==> src/rtl/decoder_onehot_pipe.sv <==
// ---------------------------------------------------------------------------
// decoder_onehot_pipe
//
// Purpose:
//   Single-stage, valid/ready pipelined binary-to-one-hot decoder. An index
//   accepted on a_i is decoded and registered, so the result appears on out_o
//   the cycle after acceptance. An optional thermometer mode sets every bit up
//   to and including the index. Indices at or above OUT_N produce an all-zero
//   vector and raise err_o.
//
// Configuration macro:
//   DECODER_THERMO_EN - when defined, mode_i selects one-hot (0) or
//                       thermometer (1). When undefined, the block is one-hot
//                       only and mode_i is ignored. The port list is the same
//                       in both builds.
//
// Parameters:
//   IN_W  - index width in bits (1..8)
//   OUT_N - number of output lines (2..2**IN_W)
//
// Ports:
//   clk_i    in   1      clock; all state updates on the rising edge
//   rst_i    in   1      synchronous active-high reset
//   valid_i  in   1      upstream index valid
//   ready_o  out  1      block can accept an index this cycle
//   a_i      in   IN_W   binary index to decode
//   mode_i   in   1      0 = one-hot, 1 = thermometer (sampled with a_i)
//   valid_o  out  1      out_o/err_o hold a decoded result
//   ready_i  in   1      downstream accepts the result
//   out_o    out  OUT_N  registered decoded vector
//   err_o    out  1      registered flag: captured a_i >= OUT_N
// ---------------------------------------------------------------------------
module decoder_onehot_pipe #(
  parameter int unsigned IN_W  = 5,
  parameter int unsigned OUT_N = 32
) (
  input  logic             clk_i,
  input  logic             rst_i,
  input  logic             valid_i,
  output logic             ready_o,
  input  logic [IN_W-1:0]  a_i,
  input  logic             mode_i,
  output logic             valid_o,
  input  logic             ready_i,
  output logic [OUT_N-1:0] out_o,
  output logic             err_o
);

  // One extra bit so OUT_N == 2**IN_W is representable for the range check.
  localparam logic [IN_W:0] OUT_N_W = (IN_W + 1)'(OUT_N);

  typedef enum logic [0:0] {
    StEmpty = 1'b0,
    StFull  = 1'b1
  } state_e;

  state_e            r_state;
  state_e            w_state_next;

  logic [OUT_N-1:0]  r_out;
  logic              r_err;

  logic              w_accept;
  logic              w_handoff;
  logic [IN_W:0]     w_a_ext;
  logic              w_oor;
  logic [OUT_N-1:0]  w_onehot;
  logic [OUT_N-1:0]  w_dec;

  // -------------------------------------------------------------------------
  // Handshake
  // -------------------------------------------------------------------------
  assign valid_o   = (r_state == StFull);
  assign ready_o   = !valid_o || ready_i;
  assign w_accept  = valid_i && ready_o;
  assign w_handoff = valid_o && ready_i;

  // -------------------------------------------------------------------------
  // Decode (feeds the output register only; out_o is never combinational)
  // -------------------------------------------------------------------------
  assign w_a_ext = {1'b0, a_i};
  assign w_oor   = (w_a_ext >= OUT_N_W);

  always_comb begin
    w_onehot = '0;
    for (int i = 0; i < int'(OUT_N); i++) begin
      w_onehot[i] = (w_a_ext == (IN_W + 1)'(i));
    end
  end

`ifdef DECODER_THERMO_EN
  logic [OUT_N-1:0] w_thermo;

  always_comb begin
    w_thermo = '0;
    for (int i = 0; i < int'(OUT_N); i++) begin
      w_thermo[i] = ((IN_W + 1)'(i) <= w_a_ext);
    end
  end

  always_comb begin
    w_dec = '0;
    if (!w_oor) begin
      w_dec = mode_i ? w_thermo : w_onehot;
    end
  end
`else
  // mode_i is intentionally unused in the one-hot-only build.
  logic w_unused_mode;
  assign w_unused_mode = mode_i;

  always_comb begin
    w_dec = '0;
    if (!w_oor) begin
      w_dec = w_onehot;
    end
  end
`endif

  // -------------------------------------------------------------------------
  // Occupancy FSM
  // -------------------------------------------------------------------------
  always_ff @(posedge clk_i) begin
    if (rst_i) begin
      r_state <= StEmpty;
    end else begin
      r_state <= w_state_next;
    end
  end

  always_comb begin
    w_state_next = r_state;
    unique case (r_state)
      StEmpty: begin
        if (w_accept) begin
          w_state_next = StFull;
        end
      end
      StFull: begin
        // While full, an accept can only happen alongside a handoff, so the
        // state stays full and the register below takes the new result.
        if (w_handoff && !w_accept) begin
          w_state_next = StEmpty;
        end
      end
      default: w_state_next = StEmpty;
    endcase
  end

  // -------------------------------------------------------------------------
  // Result register: loads only on accept, so it holds under backpressure.
  // -------------------------------------------------------------------------
  always_ff @(posedge clk_i) begin
    if (rst_i) begin
      r_out <= '0;
      r_err <= 1'b0;
    end else if (w_accept) begin
      r_out <= w_dec;
      r_err <= w_oor;
    end
  end

  assign out_o = r_out;
  assign err_o = r_err;

endmodule

==> config.mk <==
export PLATFORM = sky130hd
export DESIGN_NAME = decoder_onehot_pipe
export DESIGN_NICKNAME = d
export VERILOG_FILES = /design/src/rtl/decoder_onehot_pipe.sv
export SDC_FILE = /design/constraint.sdc
export NUM_CORES = 1
export LEC_CHECK = 0
export CORE_MARGIN = 2
export CORE_UTILIZATION = 45
export CTS_BUF_LIST = sky130_fd_sc_hd__clkbuf_4
export CTS_CLUSTER_DIAMETER = 100
export DETAILED_ROUTE_END_ITERATION = 10
export GPL_TIMING_DRIVEN = 0
export PLACE_DENSITY = 0.81
export SKIP_CTS_REPAIR_TIMING = 1
export SYNTH_ARGS = -nofsm -noshare
export SYNTH_HDL_FRONTEND = slang
export SYNTH_SLANG_ARGS = --single-unit
==> constraint.sdc <==
create_clock -name clk_i -period 1.43 [get_ports clk_i]
set_input_delay 0.286 -clock clk_i [delete_from_list [all_inputs] [get_ports clk_i]]
set_output_delay 0.286 -clock clk_i [all_outputs]
set_load 0.01 [all_outputs]
* Yosys cells after proc, flatten, opt, wreduce, memory -nomap -nowiden
Cells that the tools add are included.
Widths: inputs -> output; s select.
** Operators by class
- Magnitude comparators :: 1
- Equality and inequality tests :: 31
- Multiplexer cells :: 4
- Bitwise gates (word level) :: 1
- Reduce and logical (&&, ||, !) cells :: 7
** Operators by type and width (count)
- $eq 5x5->1 const B :: 16
- $eq 5x4->1 const B :: 8
- $mux 32 :: 1
- $eq 5x3->1 const B :: 4
- $eq 5x2->1 const B :: 2
- $ge 5x6->1 const B :: 1
- $logic_not 6->1 :: 1
- $eq 5x1->1 const B :: 1
- $logic_and 1x1->1 :: 3
- $logic_not 1->1 :: 2
- $mux 1 :: 2
- $pmux 1 s2 :: 1
- $logic_or 1x1->1 :: 1
- $not 1->1 :: 1
** Storage, ports and cells
- Flip-flop bits (word level) :: 34
- Input port bits :: 10
- Logic and storage cells :: 47

* Depth between registers and ports, before layout
Gate-level depths: netlist of the first run.
- Word-level depth :: 7
- Mapped depth :: 5
- Gate-level depth less buffers :: 4

* Least setup slack after synthesis of the first run
OpenSTA, ideal clock, no wires.
- Kind :: reg-to-reg
- Start point :: register r_state, in the netlist valid_o
- End point :: register r_out[14], in the netlist out_o[14]
- Data arrival time :: 1169 ps
- Setup slack :: 201 ps
- Cell stages (with the launch flop) :: 6
- Path buffers :: 1
- Clock period less this slack :: 1229 ps
- Cells stage by stage :: dfxtp_1 > nor2b_4 > inv_4 > a21oi_4 > buf_6 > a22o_1
** On the way
- Longest elaborated chain between the ends :: 3
** Ends and longest elaborated chain
- start, declared :: line 57 : state_e r_state;
- start signal, assigned :: line 125 : r_state <= StEmpty;
- start signal, assigned :: line 127 : r_state <= w_state_next;
- $logic_not 1->1 :: line 74 : assign ready_o = !valid_o || ready_i;
- $logic_or 1x1->1 :: line 74
- net ready_o :: line 40 : output logic ready_o,
- $logic_and 1x1->1 :: line 75 : assign w_accept = valid_i && ready_o;
- end signal, assigned :: line 158 : r_out <= w_dec;
- end, declared :: line 60 : logic [OUT_N-1:0] r_out;
The timed path passes the listed nets, and every way through them passes these cells.
A chain may end at the register's enable or synchronous reset.

* Worst setup path in the final report of the first run
- Start point :: input port ready_i
- End point :: output port ready_o
** On the way
- Longest elaborated chain between the ends :: 1
** Ends and longest elaborated chain
- start, declared :: line 44 : input logic ready_i,
- $logic_or 1x1->1 :: line 74
- end, declared :: line 40
No other way between the ends.

==> out/metrics.csv, run 1 <==
stage;metric;value;unit
critical_path;crit_required;1.14;ns
cells_and_area;final_core_util;71.22;%
critical_path;path_class;in -> out;
die;core;2500;sq um
status;outcome;completed;
sta;min_period;1.407;ns
clock_tree;worstSkewPairLatency;0.35;ns
sta;fin_worst_skew;0.01121;ns
logic_synthesis;synth-seq-area-share;55.35;%
pwr;peakVddDrop;0.6490;mV
die;die_w;55.50;microns
cells_and_area;layout.nets;156;
critical_path;cp.arrival;1.12;ns
sta;post-route-period-util;98.42;%
clock_tree;clockRootBuffer;clkbuf_4;
clock_tree;numCtsBuffers;5;
clock_tree;cts_sinks;33;
global_route;grt_pass1_wl;4.271;mm
clock_tree;h-tree-depth;2;
global_route;grt_overflow;0;
logic_synthesis;syn_nets;108;
die;die_y;55.50;microns
hold_path;hold_path_class;in -> reg;
die;rows;18;
route;drc_errors;0;
global_route;grt_usage;18.04;%
sta;finalSetupViolations;0;
cells_and_area;layout_commonest_cell;dlymetal6s2s_1;
sta;hold_viol;0;
logic_synthesis;syn-mean-instance-area;12.18;sq um
global_route;grt_antenna_before_repair;0;
cells_and_area;drive_above_1_share;12.93;%
route;dr_total_vias;946;
cells_and_area;final_cell_mix;dlymetal6s2s_1 (34), dfxtp_1 (33), o2bb2ai_1 (16), a22o_1 (16), clkdlybuf4s50_1 (6);
sta;max_slew_margin;61.71;%
run;cap_violations;0;
logic_synthesis;ys_types;26;
route;wl_per_cell;15.32;microns
logic_synthesis;mappedNetlistArea;1194;sq um
route;ant_nets;0;
clock_tree;clock_tree.buffer_depth;2;
sta;fmax;0.7105;GHz
pwr;power.leakage;1.220;nW
global_route;first_global_vias;935;
critical_path;endpoint_kind;output pin;
pwr;total_power;1.558;mW
route;wl;2.711;mm
pwr;power_density;875.3;nW/um^2
placed_design;gp_congestion;0.6893;
die;initial_core_util;47.75;%
logic_synthesis;syn_inst;98;
sta;tightest_slew;0.5731;ns
sta;slew_viol_final;0;
placed_design;portBuffers;40;
logic_synthesis;synth-warning-count;0;
clock_tree;path_clk_slew;0.09;ns
cells_and_area;fill_cells;184;
cells_and_area;synthToLayoutAreaGrowth;49.16;%
critical_path;path_max_fanout;7;
route;drt-pass1-iter-count;4;
die;ios;45;
route;drtIter0Drc;10;
critical_path;start_kind;input pin;
route;vias_per_cell;5.345;
logic_synthesis;synth.ff_latch_count;33;
placed_design;hpwl;1.969;mm
global_route;grt_max_degree;11;
die;die-area;3080;sq um
clock_tree;cts_tree;done;
cells_and_area;antennaDiodeCount;0;
synthesized netlist by cell type, drive strengths merged:
cell type	count	area (sq um)
buf	4	41.29
clkbuf	2	8.750
nor2	3	11.26
inv	1	6.260
or3b	1	8.760
nand2	1	3.750
and3b	2	17.52
and2	1	6.260
nand3	3	15.01
a22o	16	140.1
nor3b	5	52.55
conb	1	3.750
and3	1	6.260
dfxtp	33	660.6
or3	1	6.260
nor3	1	5.000
and4b	1	10.01
a21oi	1	16.27
nor2b	2	20.02
o2bb2ai	16	140.1
nand3b	1	7.510
nand4	1	6.260
critical path, stage by stage:
cell and delay [ns]:
clkdlybuf4s50_1 0.44, nor2b_4 0.15, inv_4 0.07, dlymetal6s2s_1 0.18
metrics by stage:
step	setup WS (ns)	cells	cell area (sq um)	hold WS (ns)	setup TNS (ns)
finish	0.02256	177	1780	0.2382	0
detailed placement	-0.3874	168	1632	0.4457	-7.217
floorplan	0.2010	98	1194	0.4067	0
global route	-0.0007753	177	1780	0.2624	-0.0007753
global placement	-0.3672	168	1632	0.4488	-6.930
CTS	-0.3888	176	1682	0.2332	-3.369
sequential cells by signal, summed over array words and instances, names as in the netlist:
register  count
out_o        32
valid_o       1
report_power, final:
part           switching (mW)  total, mW  internal (mW)
clock                   0.304      0.481          0.177
sequential            0.00453      0.932          0.928
combinational          0.0780      0.145         0.0673
total                   0.386       1.56           1.17
metal layers:
metal / track usage [%] / wire [microns] / share of wire, % / up-vias
met5: 0 / 0 / 0 / -
met4: 11.50 / 66 / 2.4 / 0
met3: 6.089 / 177 / 6.5 / 8
met2: 28.91 / 1357 / 50 / 32
met1: 20.41 / 1110 / 41 / 435
li1: - / - / - / 471
worst paths after layout:
check,start,endpoint,slack [ns],depth (start not counted)
hold / removal,rst_i,valid_o,0.24,2
setup / recovery,ready_i,ready_o,0.02,4
setup reg to reg,valid_o,out_o[18],0.27,5
hold reg to reg,out_o[31],out_o[31],0.47,1
area by class of cell:
type / instances / area (sq um) / share of cell area [%]
repair buffers: 41 / 493.0 / 27.69
clock buffers: 5 / 37.54 / 2.108
inverters: 1 / 6.256 / 0.3514
flip-flops and latches: 33 / 660.6 / 37.10
plain buffers: 6 / 50.05 / 2.811
multi-input cells: 58 / 483.0 / 27.13
clock inverters: 3 / 12.51 / 0.7027
well taps: 30 / 37.54 / 2.108
cells by family after synthesis:
logic type	Yosys count	share of synthesized area [%]
DFF	33	55.35
and+or+nand+nor	24	14.78
other	1	0.3142
AOI/OAI and AO/OA	33	24.84
buffers and inverters	7	4.717
(Power assumes the default switching activity.)
==> run 2: changes to the inputs <==
--- a/config.mk
+++ b/config.mk
@@ -12,6 +12,7 @@
 export DETAILED_ROUTE_END_ITERATION = 10
 export GPL_TIMING_DRIVEN = 0
 export PLACE_DENSITY = 0.81
+export RECOVER_POWER = 50
 export SKIP_CTS_REPAIR_TIMING = 1
 export SYNTH_ARGS = -nofsm -noshare
 export SYNTH_HDL_FRONTEND = slang
==> out/metrics.csv, run 2 (same netlist as run 1, synthesis figures left out) <==
stage;metric;value;unit;change
status;outcome;completed;;
pwr;power_density;912.6;nW/um^2;+4.3%
placed_design;post-place-ws;-0.3874;ns;unchanged
clock_tree;cts_tree;done;;
clock_tree;cts_sinks;33;;unchanged
placed_design;place_area;1632;sq um;unchanged
critical_path;critical_path.max_stage_delay;0.44;ns;about the same
sta;max_slew_margin;61.41;%;-0.30 points
cells_and_area;layout_commonest_cell;dfxtp_1;;
pwr;peakVddDrop;0.6540;mV;+0.78%
die;rows;18;;unchanged
critical_path;start_kind;input pin;;
pwr;total_power;1.558;mW;about the same
hold_path;hold_path_class;in -> reg;;
die;core;2500;sq um;unchanged
clock_tree;numCtsBuffers;5;;unchanged
cells_and_area;fill_cells;206;;+12%
sta;hold_viol;0;;unchanged
cells_and_area;fin_area;1707;sq um;-4.1%
cells_and_area;final_core_util;68.27;%;-3.0 points
critical_path;path_max_fanout;7;;unchanged
sta;slew_viol_final;0;;unchanged
global_route;grt_max_degree;11;;unchanged
global_route;first_global_vias;935;;unchanged
route;wl_per_cell;15.16;microns;-1.0%
critical_path;crit_required;1.14;ns;about the same
cells_and_area;synthToLayoutAreaGrowth;42.98;%;
pwr;power.leakage;0.6777;nW;-44%
die;die_y;55.50;microns;unchanged
die;die-area;3080;sq um;unchanged
cells_and_area;drive_above_1_share;12.24;%;-0.68 points
route;wl;2.684;mm;-1.0%
cells_and_area;final_cell_mix;dfxtp_1 (33), clkdlybuf4s25_1 (28), o2bb2ai_1 (16), a22o_1 (16), clkdlybuf4s50_1 (6);;
clock_tree;h-tree-depth;2;;unchanged
cells_and_area;antennaDiodeCount;0;;unchanged
global_route;grt_antenna_before_repair;0;;unchanged
critical_path;cp.arrival;1.12;ns;about the same
die;initial_core_util;47.75;%;unchanged
route;dr_total_vias;946;;unchanged
global_route;grt_usage;18.04;%;unchanged
route;vias_per_cell;5.345;;unchanged
critical_path;crit_family;buffers and inverters;;
sta;finalSetupViolations;0;;unchanged
critical_path;reg2reg_from;valid_o;;
sta;post-route-period-util;98.17;%;-0.25 points
critical_path;reg2reg_setup_slack;0.23;ns;-0.04 ns
placed_design;dp_cells;168;;unchanged
critical_path;endpoint_kind;output pin;;
hold_path;hold_path_startpoint;rst_i;;
sta;worst_hold_slack;0.2387;ns;+0.0005560 ns
sta;fin_tns_setup;0;ns;unchanged
placed_design;portBuffers;40;;unchanged
clock_tree;worstSkewPairLatency;0.35;ns;about the same
sta;fin_ws;0.02620;ns;+0.003639 ns
clock_tree;clock_tree.buffer_depth;2;;unchanged
placed_design;gp_congestion;0.6893;;unchanged
sta;tightest_slew;0.5776;ns;+0.004506 ns
sta;rsz0062_at_grt;false;;
critical_path;ff2ff_path_depth;4;;-1
global_route;grt_pass1_wl;4.271;mm;unchanged
critical_path;path_buf_inv;3;;unchanged
die;ios;45;;unchanged
route;drc_errors;0;;unchanged
clock_tree;clockRootBuffer;clkbuf_4;;
route;ant_nets;0;;unchanged
critical_path;path_class;in -> out;;
cells_and_area;finalNonFillerCells;177;;unchanged
run;cap_violations;0;;unchanged
sta;fin_worst_skew;0.01139;ns;+0.0001747 ns
clock_tree;path_clk_slew;0.09;ns;about the same
sta;min_period;1.404;ns;-0.003639 ns
critical_path;cp-endpoint;ready_o;;
critical_path;startpoint;ready_i;;
sta;fmax;0.7124;GHz;+0.26%
cells_and_area;layout.nets;156;;unchanged
global_route;grt_overflow;0;;unchanged
die;die_w;55.50;microns;unchanged
route;drtIter0Drc;12;;+2
placed_design;hpwl;1.969;mm;unchanged
critical_path;r2r-end;out_o[11];;
cells_and_area;largest_register_ff_count;32;;unchanged
critical_path;cp.depth;4;;unchanged
route;drt-pass1-iter-count;4;;unchanged
critical_path;crit_chain;clkdlybuf4s50_1, nor2b_4, inv_4, dlymetal6s2s_1;;
critical_path;slowest_stage;clkdlybuf4s50_1;;
-- run 2: cell count changes in the layout (fill, tap and decap cells not counted) --
cell	before	now
dlymetal6s2s_1	34	3
buf_4	2	1
clkbuf_1	1	2
dlymetal6s4s_1	0	3
clkdlybuf4s25_1	0	28
-- run 2: area by class of cell --
| class | count | area (sq um) | share of cell area, % |
|---|---|---|---|
| Inverter | 1 | 6.256 | 0.3666 |
| Sequential cell | 33 | 660.6 | 38.71 |
| Clock buffer | 5 | 37.54 | 2.199 |
| Tap cell | 30 | 37.54 | 2.199 |
| Clock inverter | 3 | 12.51 | 0.7331 |
| Buffer | 6 | 50.05 | 2.933 |
| Multi-Input combinational cell | 58 | 483.0 | 28.30 |
| Timing Repair Buffer | 41 | 419.2 | 24.56 |
-- run 2: worst min path at each step --
| stage | to | slack (ns) | cells past startpoint |
|---|---|---|---|
| final | valid_o | 0.24 | 2 |
| after global routing | valid_o | 0.26 | 2 |
| after CTS | valid_o | 0.23 | 2 |
| after detailed placement | out_o[28] | 0.45 | 1 |
| after global placement | out_o[27] | 0.45 | 1 |
| after floorplan | valid_o | 0.41 | 2 |
-- run 2: per-layer routing --
layer	share of wire, %	up-vias	global-route usage (%)
li1	-	471	-
met1	41	435	20.41
met2	50	32	28.91
met3	6.6	8	6.089
met4	2.5	0	11.50
met5	0	-	0
-- run 2: where the power goes --
| group | switching, mW | total [mW] | leakage, nW | internal, mW |
|---|---|---|---|---|
| combinational | 0.0777 | 0.143 | 0.381 | 0.0658 |
| sequential | 0.00479 | 0.932 | 0.266 | 0.928 |
| clock | 0.304 | 0.482 | 0.0300 | 0.177 |
| total | 0.387 | 1.56 | 0.678 | 1.17 |
